### src/rtl/snake_move_ctrl_if.sv
// Bundles the button inputs, restart request and direction/step outputs of the snake move controller.
// Latency: none; plain signal bundle with no storage.
// Backpressure: none; the bus has no ready, outputs are levels plus a one-cycle strobe. Macro: SNAKE_SPEEDUP_EN adds `eat`.
interface snake_move_ctrl_if;
  logic       btn_up;
  logic       btn_down;
  logic       btn_left;
  logic       btn_right;
  logic       game_reset;
`ifdef SNAKE_SPEEDUP_EN
  logic       eat;
`endif
  logic [2:0] accion;
  logic       mover;
  logic       running;

  // Driver side: raw buttons and restart request in, direction/strobe observed.
  modport master (
`ifdef SNAKE_SPEEDUP_EN
    output eat,
`endif
    output btn_up, btn_down, btn_left, btn_right, game_reset,
    input  accion, mover, running
  );

  // Controller side.
  modport slave (
`ifdef SNAKE_SPEEDUP_EN
    input  eat,
`endif
    input  btn_up, btn_down, btn_left, btn_right, game_reset,
    output accion, mover, running
  );
endinterface

### src/rtl/snake_move_ctrl.sv
// Turns four raw buttons into a committed direction code (accion) and a periodic one-cycle move strobe (mover).
// Latency: press seen 2 sync + DEBOUNCE_CYCLES cycles after the button settles; accion commits one cycle before mover.
// Backpressure: none; game_reset restarts to IDLE. Macro SNAKE_SPEEDUP_EN adds `eat` to shorten the move period.
module snake_move_ctrl #(
  parameter int MOVE_PERIOD     = 2500000,
  parameter int DEBOUNCE_CYCLES = 250000,
  parameter int CNT_W           = 32
`ifdef SNAKE_SPEEDUP_EN
  ,
  parameter int MIN_PERIOD      = 1000000,
  parameter int PERIOD_STEP     = 100000
`endif
) (
  input logic               uclk,
  input logic               rst,
  snake_move_ctrl_if.slave  bus
);

  localparam logic [CNT_W-1:0] ONE     = CNT_W'(1);
  localparam logic [CNT_W-1:0] TWO     = CNT_W'(2);
  localparam logic [CNT_W-1:0] MP      = CNT_W'(MOVE_PERIOD);
  localparam logic [CNT_W-1:0] DB_LAST = CNT_W'(DEBOUNCE_CYCLES - 1);

  typedef enum logic {IDLE, RUN} state_t;

  // Button index order: 0=up, 1=down, 2=left, 3=right.
  logic [3:0]       raw;
  logic [3:0]       sync1;
  logic [3:0]       sync2;
  logic [3:0]       deb;
  logic [CNT_W-1:0] db_cnt [4];
  logic [3:0]       rise;

  logic [2:0]       code;
  logic [2:0]       opp;
  logic             accept;

  state_t           state;
  logic [2:0]       pending;
  logic [2:0]       committed;
  logic [CNT_W-1:0] cnt;
  logic [CNT_W-1:0] per;
  logic [CNT_W-1:0] last_cnt;
  logic [CNT_W-1:0] commit_pt;

  assign raw = {bus.btn_right, bus.btn_left, bus.btn_down, bus.btn_up};

`ifdef SNAKE_SPEEDUP_EN
  localparam logic [CNT_W-1:0] MINP = CNT_W'(MIN_PERIOD);
  localparam logic [CNT_W-1:0] STEP = CNT_W'(PERIOD_STEP);

  logic [CNT_W-1:0] cur_period;
  logic [CNT_W-1:0] act_period;

  // Each eat pulse shortens the requested period, never below MIN_PERIOD.
  always_ff @(posedge uclk or posedge rst) begin
    if (rst) begin
      cur_period <= MP;
    end else if (bus.game_reset) begin
      cur_period <= MP;
    end else if (bus.eat) begin
      if (cur_period >= MINP + STEP) cur_period <= cur_period - STEP;
      else                           cur_period <= MINP;
    end
  end

  assign per = act_period;
`else
  assign per = MP;
`endif

  assign last_cnt  = per - ONE;
  assign commit_pt = per - TWO;

  // Two-flop synchroniser; only the hard reset clears it.
  always_ff @(posedge uclk or posedge rst) begin
    if (rst) begin
      sync1 <= '0;
      sync2 <= '0;
    end else begin
      sync1 <= raw;
      sync2 <= sync1;
    end
  end

  // Debounce: a change is accepted after DEBOUNCE_CYCLES consecutive differing samples.
  always_ff @(posedge uclk or posedge rst) begin
    if (rst) begin
      deb <= '0;
      for (int i = 0; i < 4; i++) db_cnt[i] <= '0;
    end else if (bus.game_reset) begin
      deb <= '0;
      for (int i = 0; i < 4; i++) db_cnt[i] <= '0;
    end else begin
      for (int i = 0; i < 4; i++) begin
        if (sync2[i] == deb[i]) begin
          db_cnt[i] <= '0;
        end else if (db_cnt[i] == DB_LAST) begin
          deb[i]    <= ~deb[i];
          db_cnt[i] <= '0;
        end else begin
          db_cnt[i] <= db_cnt[i] + ONE;
        end
      end
    end
  end

  // Press event: the debounced state is about to go 0->1 on this edge.
  always_comb begin
    rise = '0;
    for (int i = 0; i < 4; i++)
      rise[i] = sync2[i] & ~deb[i] & (db_cnt[i] == DB_LAST);
  end

  // Pick one press (up > down > left > right) and drop reversals of the committed direction.
  always_comb begin
    code = 3'd0;
    if      (rise[0]) code = 3'd1;
    else if (rise[1]) code = 3'd2;
    else if (rise[2]) code = 3'd3;
    else if (rise[3]) code = 3'd4;
    case (committed)
      3'd1:    opp = 3'd2;
      3'd2:    opp = 3'd1;
      3'd3:    opp = 3'd4;
      3'd4:    opp = 3'd3;
      default: opp = 3'd0;
    endcase
    accept = (code != 3'd0) && (code != opp);
  end

  // Move FSM: wait for the first press, then commit and strobe once per period.
  always_ff @(posedge uclk or posedge rst) begin
    if (rst) begin
      state       <= IDLE;
      pending     <= '0;
      committed   <= '0;
      cnt         <= '0;
      bus.accion  <= '0;
      bus.mover   <= 1'b0;
      bus.running <= 1'b0;
`ifdef SNAKE_SPEEDUP_EN
      act_period  <= MP;
`endif
    end else if (bus.game_reset) begin
      state       <= IDLE;
      pending     <= '0;
      committed   <= '0;
      cnt         <= '0;
      bus.accion  <= '0;
      bus.mover   <= 1'b0;
      bus.running <= 1'b0;
`ifdef SNAKE_SPEEDUP_EN
      act_period  <= MP;
`endif
    end else begin
      case (state)
        IDLE: begin
          cnt       <= '0;
          bus.mover <= 1'b0;
`ifdef SNAKE_SPEEDUP_EN
          act_period <= cur_period;
`endif
          if (accept) begin
            pending     <= code;
            committed   <= code;
            bus.accion  <= code;
            bus.running <= 1'b1;
            state       <= RUN;
          end
        end
        RUN: begin
          if (accept) pending <= code;
          // Commit uses the pending value from before this edge; a press now waits a period.
          if (cnt == commit_pt) begin
            committed  <= pending;
            bus.accion <= pending;
          end
          if (cnt == last_cnt) begin
            cnt       <= '0;
            bus.mover <= 1'b1;
`ifdef SNAKE_SPEEDUP_EN
            act_period <= cur_period;
`endif
          end else begin
            cnt       <= cnt + ONE;
            bus.mover <= 1'b0;
          end
        end
        default: state <= IDLE;
      endcase
    end
  end

endmodule

### src/flat_wrapper.sv
// flat-port wrapper written by rule: the top's interface ports become plain ports
module snake_move_ctrl_flat 
#(
  parameter int MOVE_PERIOD     = 2500000,
  parameter int DEBOUNCE_CYCLES = 250000,
  parameter int CNT_W           = 32

)
  (uclk, rst, bus_btn_up, bus_btn_down, bus_btn_left, bus_btn_right, bus_game_reset, bus_accion, bus_mover, bus_running);
  snake_move_ctrl_if bus_i ();
  input logic uclk;
  input logic rst;
  input wire logic [$bits(bus_i.btn_up)-1:0] bus_btn_up;
  input wire logic [$bits(bus_i.btn_down)-1:0] bus_btn_down;
  input wire logic [$bits(bus_i.btn_left)-1:0] bus_btn_left;
  input wire logic [$bits(bus_i.btn_right)-1:0] bus_btn_right;
  input wire logic [$bits(bus_i.game_reset)-1:0] bus_game_reset;
  output wire logic [$bits(bus_i.accion)-1:0] bus_accion;
  output wire logic [$bits(bus_i.mover)-1:0] bus_mover;
  output wire logic [$bits(bus_i.running)-1:0] bus_running;
  assign bus_i.btn_up = bus_btn_up;
  assign bus_i.btn_down = bus_btn_down;
  assign bus_i.btn_left = bus_btn_left;
  assign bus_i.btn_right = bus_btn_right;
  assign bus_i.game_reset = bus_game_reset;
  assign bus_accion = bus_i.accion;
  assign bus_mover = bus_i.mover;
  assign bus_running = bus_i.running;
  snake_move_ctrl #(.MOVE_PERIOD(MOVE_PERIOD), .DEBOUNCE_CYCLES(DEBOUNCE_CYCLES), .CNT_W(CNT_W)) u_core (.uclk(uclk), .rst(rst), .bus(bus_i));
endmodule
### config.mk
export PLATFORM = sky130hd
export DESIGN_NAME = snake_move_ctrl_flat
export DESIGN_NICKNAME = d
export VERILOG_FILES = /design/src/rtl/snake_move_ctrl_if.sv /design/src/rtl/snake_move_ctrl.sv /design/src/flat_wrapper.sv
export SDC_FILE = /design/constraint.sdc
export NUM_CORES = 1
export LEC_CHECK = 0
export BUFFER_PORTS_ARGS = -buffer_cell sky130_fd_sc_hd__buf_2
export CAP_MARGIN = 5
export CORE_AREA = 3 3 142 157
export CTS_CLUSTER_SIZE = 40
export DETAILED_ROUTE_END_ITERATION = 6
export DIE_AREA = 0 0 145 160
export GPL_ROUTABILITY_DRIVEN = 1
export HOLD_SLACK_MARGIN = 0.12
export SYNTH_ARGS = -nofsm -noshare
export SYNTH_HDL_FRONTEND = slang
export SYNTH_SLANG_ARGS = --single-unit
### constraint.sdc
create_clock -name uclk -period 7.25 [get_ports uclk]
set_input_delay 1.45 -clock uclk [delete_from_list [all_inputs] [get_ports uclk]]
set_output_delay 1.45 -clock uclk [all_outputs]
set_load 0.02 [all_outputs]
# == Word level (Yosys, flattened, before mapping) ==
# Cells that the tools add are included.
# totals
ff_bits,181
latchBits,0
mem_bits_rw,0
rom_bits,0
output_inout_bits,5
word_cells,109
n_memories,0
# classes
n_addsub,5
n_mul,0
div_mod_pow,0
n_lt_le_gt_ge,0
eq_ne,22
shifts,0
mux,40
bitwise_logic,13
reduce_logical,13
# ops
operator,n
$mux 32,10
$add 32x1->32 const B,5
$eq 32x18->1 const B,4
$mux 128,1
$eq 32x22->1 const B,2
$pmux 32 s2,1
$mux 3,8
$mux 1,16
$pmux 3 s4,1
$reduce_and 2->1,6
$ne 2x2->1 const B,5
$reduce_bool 2->1,5
$and 1x1->1,8
$eq 3x2->1 const B,2
$pmux 3 s2,1
$not 1->1,5
$eq 1x1->1,4
$mux 4,1
$eq 3x1->1 const B,1
$eq 3x3->1 const B,1
$ne 3x2->1 const B,1
$ne 3x3->1,1
$ne 3x3->1 const B,1
$reduce_bool 3->1,1
2 further kinds,2

# == Logic depth before layout (Yosys ltp) ==
# depth
word_depth,12
ltp_mapped,10
depth_no_buf,9

# == Least setup slack after synthesis ==
# Ideal clock, no wire load.
# synth_path
kind,in2reg
startpoint,in bus_game_reset
endpoint,reg u_core.db_cnt[121] in the netlist's numbering
arrival_ns,2.413
required_time_ns,7.172
setup_slack_ns,4.759
cell_stages,5
path_cell_list,clkbuf_1 > or3_1 > clkbuf_1 > clkbuf_1 > a21oi_1
# synth_between
elab_chain_cells,1
# synth_rtl
element,line,text
start: declaration,flat_wrapper.sv:17,input wire logic [$bits(bus_i.game_reset)-1:0] bus_game_reset;
$mux 128,snake_move_ctrl.sv:91,end else if (bus.game_reset) begin
end signal: indexed assignment,snake_move_ctrl.sv:102,db_cnt[i] <= db_cnt[i] + ONE;
end: declaration,snake_move_ctrl.sv:31,logic [CNT_W-1:0] db_cnt [4];
# Every way passes these cells.
# A chain may end at the register's enable or synchronous reset.

# == Worst setup path in the final report ==
# layout_path
startpoint,reg u_core.db_cnt[25] in the netlist's numbering
endpoint,reg u_core.bus.accion[1]
# layout_between
elab_chain_cells,10
# layout_rtl
element,line,text
$eq 32x18->1 *,snake_move_ctrl.sv:112,rise[i] = sync2[i] & ~deb[i] & (db_cnt[i] == DB_LAST);
$and 1x1->1 *,snake_move_ctrl.sv:112,
$mux 3 *,snake_move_ctrl.sv:121,else if (rise[3]) code = 3'd4;
$mux 3 *,snake_move_ctrl.sv:120,else if (rise[2]) code = 3'd3;
$mux 3 *,snake_move_ctrl.sv:119,else if (rise[1]) code = 3'd2;
$mux 3 *,snake_move_ctrl.sv:118,if (rise[0]) code = 3'd1;
$ne 3x3->1 / $reduce_bool 3->1 (equally long branches),snake_move_ctrl.sv:129,accept = (code != 3'd0) && (code != opp);
$logic_and 1x1->1 *,snake_move_ctrl.sv:129,
$ne 3x2->1 (no source line) *,-,
$reduce_and 2->1 (no source line) *,-,
end signal: assignment,snake_move_ctrl.sv:167,bus.accion <= code;
end signal: assignment,snake_move_ctrl.sv:177,bus.accion <= pending;
end: declaration,snake_move_ctrl_if.sv:32,"output accion, mover, running"
# Mark *: on every way between the ends. The rest lies on a longest branch, timed or not.

==> metrics <==
Seq/Total Area, Yosys between 50% and 60%; Hold WS around 0.35 ns; largest net degree at the start of global routing between 100 and 150; clock share of power ~46%; die width 145 um; ys flop type dfrtp_1; # fillers slightly below 2,000; worst-skew pair later-pin latency ~0.43 ns; Reg area roughly 4500 um^2; CTS buffer count 17; DIE HEIGHT approximately 160 um; fraction of registers with async set/reset 100%; Max FO, Critical Path 11; count of pins over their slew limit 0; top cell type by total area after synthesis dfrtp_1; Yosys top cell area share 51.0%; vias in the first global route 6,316; Critical Path AT about 3.2 ns; syn_area_per_cell roughly 9.6 um^2; Crit path buffers/inverters 0; Critical Path Max Stage Delay roughly 0.64 ns; Int Pwr roughly 1.5 mW; initial DRC count about 300; Starting Density a little over two fifths; crit path time final ~2.9 ns; Layout area overhead 9.96%; Sink Count 181; CP top delay family simple AND/OR/NAND/NOR gates; critical path endpoint category flip-flop; count leader, synth nor2_1; library cells used by synthesis 51; first-pass GRT wire length about 30,000 um; drt wl/cell ~14 um; die area roughly 23,000 um^2; CP max-delay cell or4b_2; Worst Skew ~0.014 ns; status complete, no violations; setup violators final 0; H-tree Lvls 4; Netlist Area Pre-Place 8880 um^2; RSZ-0062 raised after global routing no; Min-Delay Path Class flip-flop to flip-flop; Reg power frac 52.2%; Crit Path Category flip-flop to flip-flop; yosys warns 0; initial antenna violation count 1; drt first pass iters 4; VDD IR-drop max 0.141 mV; nets around 950; Psw 442 uW; DP HPWL roughly 11,000 um; fin crit share between 40 and 50%; layout cells sized above 1 between 6 and 7%; Post-synth EDFFs 0; switch share around 23%; # IOs 12; gr ovfl total 0; # Post-CTS Setup Buffers 0; Syn Nets between 900 and 1,000; Via density around 5.2; post-route setup slack between 4 and 5 ns; TNS Setup 0 ns; CTS tree done; Worst-path clk slew ~0.070 ns; DRC 0; post-synthesis instance total about 930; Logic pwr share under 10%; DRT antenna net count 0; FF+latch count, synth around 180; commonest cells in the netlist nor2_1 (187), dfrtp_1 (181), xor2_1 (82), nand2_1 (71), xnor2_1 (58); Slew @ Worst Pin about 1.1 ns; CTS root buf clkbuf_16; hold-fix buffers at CTS 0; GP Congestion 0.724; Longest Clk Path Bufs 2; vias post-DR 6,349; drt total wl around 17,000 um; CP startpoint kind flip-flop; pre-CTS WS roughly 4.1 ns; top cells by area, synth dfrtp_1 (51%), xor2_1 (8.1%), nor2_1 (7.9%), xnor2_1 (5.7%), nand3_1 (3.0%); worst-path cell chain nor4b_1 > nand4_1 > nor3_1 > or4b_2 > o221a_1 > or2_1 > a31o_1; Leak about 3.9 nW; overall routing resource usage between 10% and 20%; P per Cell Area 199 nW/um^2; multi-input logic area about 4100 um^2; Rows between 50 and 60; diode count 0; core area slightly above 20,000 um^2; Max Freq between 300 and 400 MHz; max cap viols 0; Final Hold Fails 0; WP data required approximately 7.6 ns; Worst slew margin a little over a quarter; I/O Buffers 11; Post-CTS Resized 0
-- routing by layer --
layer / up-vias / GRT usage (%) / routed length, um
met5: - / 0 / 7
met4: 2 / 4.84 / 190
met3: 16 / 2.81 / 346
met2: 49 / 24.8 / 7900
met1: 3114 / 20.2 / 8250
li1: 3168 / - / -
-- power groups by stage --
stage               Sequential, mW  Combinational [mW]  Clock, mW
floorplan                     1.04              0.0313          0
global placement              1.04              0.0443          0
detailed placement            1.04              0.0441          0
CTS                           1.02              0.0443      0.914
global route                  1.02              0.0495      0.957
finish                        1.02              0.0414      0.888
-- state kept, by name, indices dropped and copies added, names as in the netlist --
name	flops
u_core.cnt	32
u_core.bus.running	1
u_core.state	1
u_core.bus.accion	3
u_core.pending	3
u_core.db_cnt	128
u_core.sync2	4
u_core.sync1	4
u_core.bus.mover	1
u_core.deb	4
-- path summary, 6_finish.rpt --
path / startpoint / end / cells past startpoint / slack [ns]
max in group asynchronous: rst / u_core.db_cnt[86]$_DFF_PP0_ / 3 / 4.67
setup reg to reg: u_core.db_cnt[25]$_DFF_PP0_ / u_core.bus.accion[1]$_DFFE_PP0P_ / 7 / 4.33
min in group asynchronous: rst / u_core.sync2[0]$_DFF_PP0_ / 2 / 1.15
hold reg to reg: u_core.sync1[2]$_DFF_PP0_ / u_core.sync2[2]$_DFF_PP0_ / 0 / 0.35
hold / removal: u_core.sync1[2]$_DFF_PP0_ / u_core.sync2[2]$_DFF_PP0_ / 0 / 0.35
setup / recovery: u_core.db_cnt[25]$_DFF_PP0_ / u_core.bus.accion[1]$_DFFE_PP0P_ / 7 / 4.33
-- logic make-up after synthesis --
| family | after synthesis | synth area share, % |
|---|---|---|
| AO/OA/AOI/OAI | 49 | 3.41 |
| adder cells (fa/ha/maj) | 10 | 1.41 |
| multiplexers | 2 | 0.225 |
| buffers and inverters | 53 | 2.45 |
| flip-flops | 181 | 51.0 |
| AND/OR/NAND/NOR | 491 | 27.7 |
| XOR/XNOR | 140 | 13.8 |
-- cell usage in the layout (no fill, tap or decap), types with 2 or more instances in the layout --
master	synthesis	routed
nand3_1	54	54
nor3b_1	2	2
and3_1	31	31
dfrtp_1	181	181
nor4_2	4	4
or3_1	19	19
a21oi_1	18	18
a211oi_2	2	2
nand4_1	38	38
clkinv_4	0	2
nand2_1	71	71
nor3_1	19	19
ha_1	10	10
nand3b_1	2	2
nor2_1	187	187
xor2_1	82	82
inv_6	0	3
o211ai_1	3	3
and4_1	13	13
clkinvlp_4	0	6
buf_4	0	3
nor2b_1	2	2
o21ai_0	14	14
nand2b_1	2	2
nor4_1	24	24
o22a_1	2	2
or4_1	2	2
buf_2	3	11
nor4b_1	9	9
clkbuf_16	0	17
inv_1	24	23
or2_2	3	3
mux2i_1	2	2
xnor2_1	58	58
-- final cells by class --
class | count | share of cell area, %
tap | 285 | 3.65
clock buffer | 19 | 4.54
timing repair buffer | 14 | 0.794
clock inverter | 13 | 1.27
sequential | 181 | 46.4
inverter | 24 | 0.999
multi-input combinational | 692 | 42.4
-- stage by stage --
stage	util [%]	instance area, um^2	std cells	total power, mW
2_1_floorplan	-	8880	926	1.07
3_3_place_gp	44.4	9200	1196	1.08
3_5_place_dp	44.4	9200	1196	1.08
4_1_cts	47.1	9770	1228	1.98
5_1_grt	47.1	9770	1228	2.02
6_report	47.1	9770	1228	1.95
(Power assumes the default switching activity.)
